**config.mk**
```make
export PLATFORM = sky130hd
export DESIGN_NAME = adma_atx_cmpl
export DESIGN_NICKNAME = d
export VERILOG_FILES = /design/src/rtl/adma_atx_cmpl.sv
export SDC_FILE = /design/constraint.sdc
export NUM_CORES = 1
export LEC_CHECK = 0
export BUFFER_PORTS_ARGS = -buffer_cell sky130_fd_sc_hd__buf_2
export CAP_MARGIN = 0
export CORE_ASPECT_RATIO = 0.5
export CORE_MARGIN = 4
export CORE_UTILIZATION = 40
export DETAILED_ROUTE_END_ITERATION = 8
export PLACE_DENSITY = 0.66
export RECOVER_POWER = 50
export SLEW_MARGIN = 5
export SYNTH_ARGS = -nofsm -noshare
export SYNTH_HDL_FRONTEND = slang
export SYNTH_SLANG_ARGS = --single-unit
```
**constraint.sdc**
```tcl
create_clock -name clk -period 3.8 [get_ports clk]
set_input_delay 0.38 -clock clk [delete_from_list [all_inputs] [get_ports clk]]
set_output_delay 0.38 -clock clk [all_outputs]
set_load 0.1 [all_outputs]
```
**src/rtl/adma_atx_cmpl.sv**
```systemverilog
// adma_atx_cmpl: completion tracker for scheduled AXI write transactions.
// Records accepted transactions in an in-order compacting table and matches
// B responses by ID (oldest first). Each match raises a registered per-channel
// done/err pulse; a B response that matches nothing raises bid_miss.
module adma_atx_cmpl #(
   parameter  int unsigned DMA_CHN_NUM   = 4,
   parameter  int unsigned MST_ID_W      = 5,
   parameter  int unsigned ATX_LEN_W     = 8,
   parameter  int unsigned ATX_NUM_OSTD  = 4,
   localparam int unsigned DMA_CHN_NUM_W = (DMA_CHN_NUM > 1) ? $clog2(DMA_CHN_NUM) : 1,
   localparam int unsigned OSTD_CNT_W    = $clog2(ATX_NUM_OSTD + 1)
) (
   input  logic                     clk,
   input  logic                     rst,
   input  logic [DMA_CHN_NUM_W-1:0] atx_chn_id,
   input  logic [MST_ID_W-1:0]      atx_awid,
   input  logic [ATX_LEN_W-1:0]     atx_awlen,
   input  logic                     atx_vld,
   output logic                     atx_rdy,
   input  logic [MST_ID_W-1:0]      bid,
   input  logic [1:0]               bresp,
   input  logic                     bvalid,
   output logic                     bready,
   output logic [DMA_CHN_NUM-1:0]   atx_done,
   output logic [DMA_CHN_NUM-1:0]   atx_err,
   output logic                     bid_miss,
   output logic [OSTD_CNT_W-1:0]    ostd_cnt
);

   localparam int unsigned IDX_W = $clog2(ATX_NUM_OSTD);

   // Table state: slot 0 is always the oldest entry
   logic [ATX_NUM_OSTD-1:0]  slot_vld_q, slot_vld_d;
   logic [DMA_CHN_NUM_W-1:0] slot_chn_q [ATX_NUM_OSTD];
   logic [DMA_CHN_NUM_W-1:0] slot_chn_d [ATX_NUM_OSTD];
   logic [MST_ID_W-1:0]      slot_id_q  [ATX_NUM_OSTD];
   logic [MST_ID_W-1:0]      slot_id_d  [ATX_NUM_OSTD];
   logic [ATX_LEN_W-1:0]     slot_len_q [ATX_NUM_OSTD];
   logic [ATX_LEN_W-1:0]     slot_len_d [ATX_NUM_OSTD];
   logic [OSTD_CNT_W-1:0]    cnt_q, cnt_d, cnt_pop;

   logic [DMA_CHN_NUM-1:0]   done_q, done_d;
   logic [DMA_CHN_NUM-1:0]   err_q, err_d;
   logic                     miss_q, miss_d;

   logic                     hit;
   logic [IDX_W-1:0]         hit_idx;
   logic                     b_hs, push, pop;

   assign atx_rdy  = (cnt_q != OSTD_CNT_W'(ATX_NUM_OSTD));
   assign bready   = ~rst;
   assign b_hs     = bvalid & bready;
   assign push     = atx_vld & atx_rdy;
   assign pop      = b_hs & hit;
   assign cnt_pop  = cnt_q - OSTD_CNT_W'(pop);
   assign ostd_cnt = cnt_q;

   // A pulse still sitting in the output registers is masked while reset is high
   assign atx_done = done_q & {DMA_CHN_NUM{~rst}};
   assign atx_err  = err_q & {DMA_CHN_NUM{~rst}};
   assign bid_miss = miss_q & ~rst;

   // Oldest-match search over entries valid at cycle start (descending scan keeps lowest index)
   always_comb begin
      hit     = 1'b0;
      hit_idx = '0;
      for (int i = int'(ATX_NUM_OSTD) - 1; i >= 0; i--) begin
         if (slot_vld_q[i] && (slot_id_q[i] == bid)) begin
            hit     = 1'b1;
            hit_idx = IDX_W'(i);
         end
      end
   end

   // Next table state: compact above the popped slot, then append at first free slot
   always_comb begin
      slot_vld_d = slot_vld_q;
      slot_chn_d = slot_chn_q;
      slot_id_d  = slot_id_q;
      slot_len_d = slot_len_q;
      if (pop) begin
         for (int i = 0; i < int'(ATX_NUM_OSTD) - 1; i++) begin
            if (i >= int'(hit_idx)) begin
               slot_vld_d[i] = slot_vld_q[i+1];
               slot_chn_d[i] = slot_chn_q[i+1];
               slot_id_d[i]  = slot_id_q[i+1];
               slot_len_d[i] = slot_len_q[i+1];
            end
         end
         slot_vld_d[ATX_NUM_OSTD-1] = 1'b0;
      end
      if (push) begin
         for (int i = 0; i < int'(ATX_NUM_OSTD); i++) begin
            if (OSTD_CNT_W'(i) == cnt_pop) begin
               slot_vld_d[i] = 1'b1;
               slot_chn_d[i] = atx_chn_id;
               slot_id_d[i]  = atx_awid;
               slot_len_d[i] = atx_awlen;
            end
         end
      end
      cnt_d = cnt_pop + OSTD_CNT_W'(push);
   end

   // Completion pulses for the matched entry's channel
   always_comb begin
      done_d = '0;
      err_d  = '0;
      if (pop) begin
         for (int c = 0; c < int'(DMA_CHN_NUM); c++) begin
            if (slot_chn_q[hit_idx] == DMA_CHN_NUM_W'(c)) begin
               done_d[c] = 1'b1;
               err_d[c]  = (bresp != 2'b00);
            end
         end
      end
      miss_d = b_hs & ~hit;
   end

   // Control state and pulse registers, cleared by reset
   always_ff @(posedge clk) begin
      if (rst) begin
         slot_vld_q <= '0;
         cnt_q      <= '0;
         done_q     <= '0;
         err_q      <= '0;
         miss_q     <= 1'b0;
      end else begin
         slot_vld_q <= slot_vld_d;
         cnt_q      <= cnt_d;
         done_q     <= done_d;
         err_q      <= err_d;
         miss_q     <= miss_d;
      end
   end

   // Slot payload needs no reset; it is qualified by slot_vld_q
   always_ff @(posedge clk) begin
      slot_chn_q <= slot_chn_d;
      slot_id_q  <= slot_id_d;
      slot_len_q <= slot_len_d;
   end

endmodule

```
# Word level (Yosys, flattened, before mapping)
# Index checks and enable logic that the tools add are counted.
# op_classes
n_addsub,2
magnitude_cmp,4
eq_ne,11
muxes,42
n_bitwise,15
reduce_logical,13
# op_table
operator,count
5-bit two-way mux,7
2-bit two-way mux,13
5-bit equality test,4
20-bit two-way mux,1
1-bit two-way mux,15
15-bit two-way mux,1
3-bit OR reduction,4
4-bit AND,2
4-bit two-way mux,2
8-bit two-way mux,1
1-bit inverter,7
2-bit by 3-bit equality test with 1-bit output (first input constant),2
6-bit two-way mux,1
1-bit AND,5
2-bit binary-select mux with 2-bit select,1
2-bit equality test (second input constant),2
1-bit by 2-bit greater-or-equal comparator with 1-bit output (first input constant),2
1-bit logical AND,4
3-bit by 1-bit adder with 3-bit output,1
1-bit by 3-bit equality test with 1-bit output (first input constant),1
3-bit greater-or-equal comparator (second input constant),1
3-bit logical NOT,1
3-bit != test (second input constant),1
2-bit inverter with 3-bit output,1
other kinds (7),7
# word_totals
regBits,44
out_inout_bits,14
word_cells,103

# Longest topological paths before layout
# logic_depth
ltp_word,13
ltp_mapped,15
mapped_depth_nobuf,13

# Least setup slack after synthesis
# No wires, ideal clock.
# synth_path
path_kind,reg2reg
start,"register cnt_q[1], in the netlist ostd_cnt[1]"
end,"register slot_chn_q[0] (netlist name), enable pin"
t_arrival_ps,3073
setup_slack_ps,330
path_stages_with_launch,5
n_path_buf,0
synth_period_minus_slack_ps,3470
path_cell_list,dfxtp_1 > inv_1 > nand3_1 > nand2_1 > nor4_1
# synth_between
elab_chain_len,3
# synth_rtl
item,line_no,source
from (decl),40,"logic [OSTD_CNT_W-1:0] cnt_q, cnt_d, cnt_pop;"
from (signal assigned),130,cnt_q <= cnt_d;
3-bit != test,50,assign atx_rdy = (cnt_q != OSTD_CNT_W'(ATX_NUM_OSTD));
net atx_rdy,19,"output logic atx_rdy,"
1-bit AND,53,assign push = atx_vld & atx_rdy;
2-bit AND reduction (no source line),--,
to (signal assigned),139,slot_chn_q <= slot_chn_d;
to (decl),34,logic [DMA_CHN_NUM_W-1:0] slot_chn_q [ATX_NUM_OSTD];
# The timed path passes the listed nets, and every way through them passes these cells.
# A chain may end at the register's enable or synchronous reset.

==> metrics.yaml <==
clock_tree:
  hold_buffers: 0
  clock_sink_count: 44
  clkTransAtPathRegs_ns: 0.09
  cts_buffer_depth: 2
  clock-root-buffer: "clkbuf_8"
  cts_htree_levels: 2
  cts_tree: "yes"
  cts_buffers: 5
  cts_resized: 0
  clock_latency_ns: 0.30
  post_cts_buffers: 0
finish:
  area_growth_pct: 14.6
  final_nets: 272
  layout-drive-gt1-share: 0.152
  nFillCells: 521
  diodes: 0
sta:
  setup_viol_count_final: 0
  max_freq_mhz: 294
  fin_crit_sh: 0.896
  rsz0062_at_grt: "no"
  clock-skew-final_ns: 0.0110
  setup_slack_ns: 0.395
  finalMaxSlewViolations: 0
  whs_ns: 0.346
  slew_headroom: 0.220
  worst_slew_pin_slew_ns: 1.18
  fin_tns_setup_ns: 0
  min_period_ns: 3.41
  finalHoldViolCount: 0
yosys:
  yosysTopAreaCell: "dfxtp_1"
  synth_top_area_frac: 0.341
  synthTopCellsByArea: "dfxtp_1 34%, edfxtp_1 9.7%, mux2i_1 7.4%"
  synth-main-ff-cell: "dfxtp_1"
  synth_edf_count: 7
  ys_warn_count: 0
  syn-cell-area_sq_um: 2170
  synth_cell_types: 42
  synth_nets: 235
  yosysMostFrequentCell: "dfxtp_1"
  synth_common_cells: "37 x dfxtp_1, 20 x nor2_1, 19 x a21oi_1"
  avgSynthCellArea_sq_um: 10.6
  ys_ff_latch: 44
  synthCells: 206
  async_flop_share: 0
  yosysSeqAreaShare: 0.438
floorplanning:
  start_util: 0.427
  io_pins: 40
  die_w_um: 112
  dieHeight_um: 60.1
  dieArea_sq_um: 6750
  core_area_sq_um: 5090
  rows: 18
grt:
  grt_pass1_wl_mm: 7.80
  overflow: 0
  grt_usage: 0.149
  grt_max_degree: 18
  antenna_found_initial: 0
  grt_pass1_vias: 1612
drt:
  final_antenna_net_count: 0
  drt_first_iter_violations: 29
  firstDrtPassIters: 5
  wire_per_inst_um: 14.8
  drt-vias-per-instance: 4.91
  drt_wl_total_mm: 4.63
  drc: 0
  vias: 1542
worst_setup_path:
  worstPathArrival_ns: 3.60
  critPathSlowestCell: "o31ai_2"
  critPathLaunchType: "flip-flop"
  r2r_setup_slack_ns: 0.39
  cp-end-kind: "flip-flop"
  rr_worst_depth: 13
  crit_chain: "xor2_1 > nor4_1 > clkbuf_1 > a22o_1 > o31ai_2 > inv_1 > ha_1 > ha_1 > o211ai_1 > o21ai_0 > and2_1 > nand3b_1 > mux2_2"
  worstSetupEndpoint: "slot_id_q[6]"
  crit_type: "reg -> reg"
  crit_top_cell: "ha_1"
  startpoint: "slot_id_q[4]"
  slowest_delay_ns: 0.49
  cp_max_fo: 8
  cp.required_ns: 3.99
  worst_r2r_startpoint: "slot_id_q[4]"
  reg2reg_to: "slot_id_q[6]"
power_and_ir_drop:
  vdd_drop_max_v: 0.000211
  total_power_w: 0.00137
  total_leakage_power_nw: 1.03
  powerDensity_nw_per_um2: 550
min_path:
  worstHoldStart: "atx_chn_id[1]"
  hp-class: "in -> reg"
outcome:
  status: "finished clean"
placement:
  pre_cts_slack_ns: 0.283
  hpwl_mm: 3.36
  gp_congestion: 0.778
  port_buffers: 31
flow_run:
  maxCapViolCount: 0
-- cells in the final DEF (no fill, tap or decap), types with 7 or more instances in the layout --
cell type  synthesis  layout
mux2_1             7       7
mux2i_1           16      16
a21oi_1           19      19
nor2b_1            9       9
mux2_2             8       8
clkbuf_1           3      23
clkbuf_8           0       7
dfxtp_1           37      37
xor2_1            18      18
edfxtp_1           7       7
nor2_1            20      20
buf_2              0      10
-- through the flow --
| step | std cells | area, sq um | utilization |
|---|---|---|---|
| floorplan | 206 | 2170 | - |
| global placement | 306 | 2420 | 0.476 |
| detailed placement | 306 | 2420 | 0.476 |
| CTS | 314 | 2550 | 0.500 |
| global route | 314 | 2490 | 0.489 |
| finish | 314 | 2490 | 0.489 |
-- flip-flops by register name (all words and copies together) (netlist names) --
signal,flops
slot_vld_q,4
err_q,4
slot_chn_q,8
miss_q,1
done_q,4
slot_id_q,20
ostd_cnt,3
-- final cells by class --
type,count,area (sq um),share of cell area
clock buffer,7,96.3,0.0387
inverter,4,15.0,0.00603
multi-input combinational,152,1150,0.462
timing repair buffer,36,159,0.0638
clock inverter,1,30.0,0.0121
sequential,44,951,0.382
tap,70,87.6,0.0352
-- kinds of logic (layout without fill, tap and decap cells) --
family          count (synthesis)  count (layout)  share of synthesized area
buf+inv                        10              48                     0.0247
mux                            31              31                      0.151
flops                          44              44                      0.438
simple gates                   63              63                      0.166
xor+xnor                       23              23                     0.0927
compound gates                 32              32                      0.111
fa+ha+maj                       3               3                     0.0173
-- worst min path at each step --
stage | end | slack (ns) | cells after the start
5_1_grt | slot_chn_q[1] | 0.36 | 1
6_report | slot_chn_q[1] | 0.35 | 1
3_3_place_gp | slot_vld_q[0] | 0.47 | 2
3_5_place_dp | slot_vld_q[0] | 0.47 | 2
2_1_floorplan | slot_vld_q[0] | 0.46 | 2
4_1_cts | slot_id_q[3] | 0.29 | 1
-- where the power goes --
part           switching [W]  internal (W)
registers          0.0000803      0.000575
clock network       0.000158      0.000232
logic               0.000169      0.000155
total               0.000408      0.000962
-- critical path, delay by kind of cell (launching register included) --
kind	cells	cell delay, ns
compound gates	4	0.93
xor+xnor	1	0.17
fa+ha+maj	2	0.46
buf+inv	2	0.31
flops	1	0.40
mux	1	0.39
simple gates	3	0.62
-- metal layers --
layer | part of all wire | vias to the layer above | global-route usage
li1 | - | 800 | -
met3 | 0.035 | 4 | 0.0334
met4 | 0.0088 | 0 | 0.0616
met1 | 0.50 | 710 | 0.191
met2 | 0.46 | 28 | 0.247
met5 | 0 | - | 0
(Power assumes the default switching activity.)
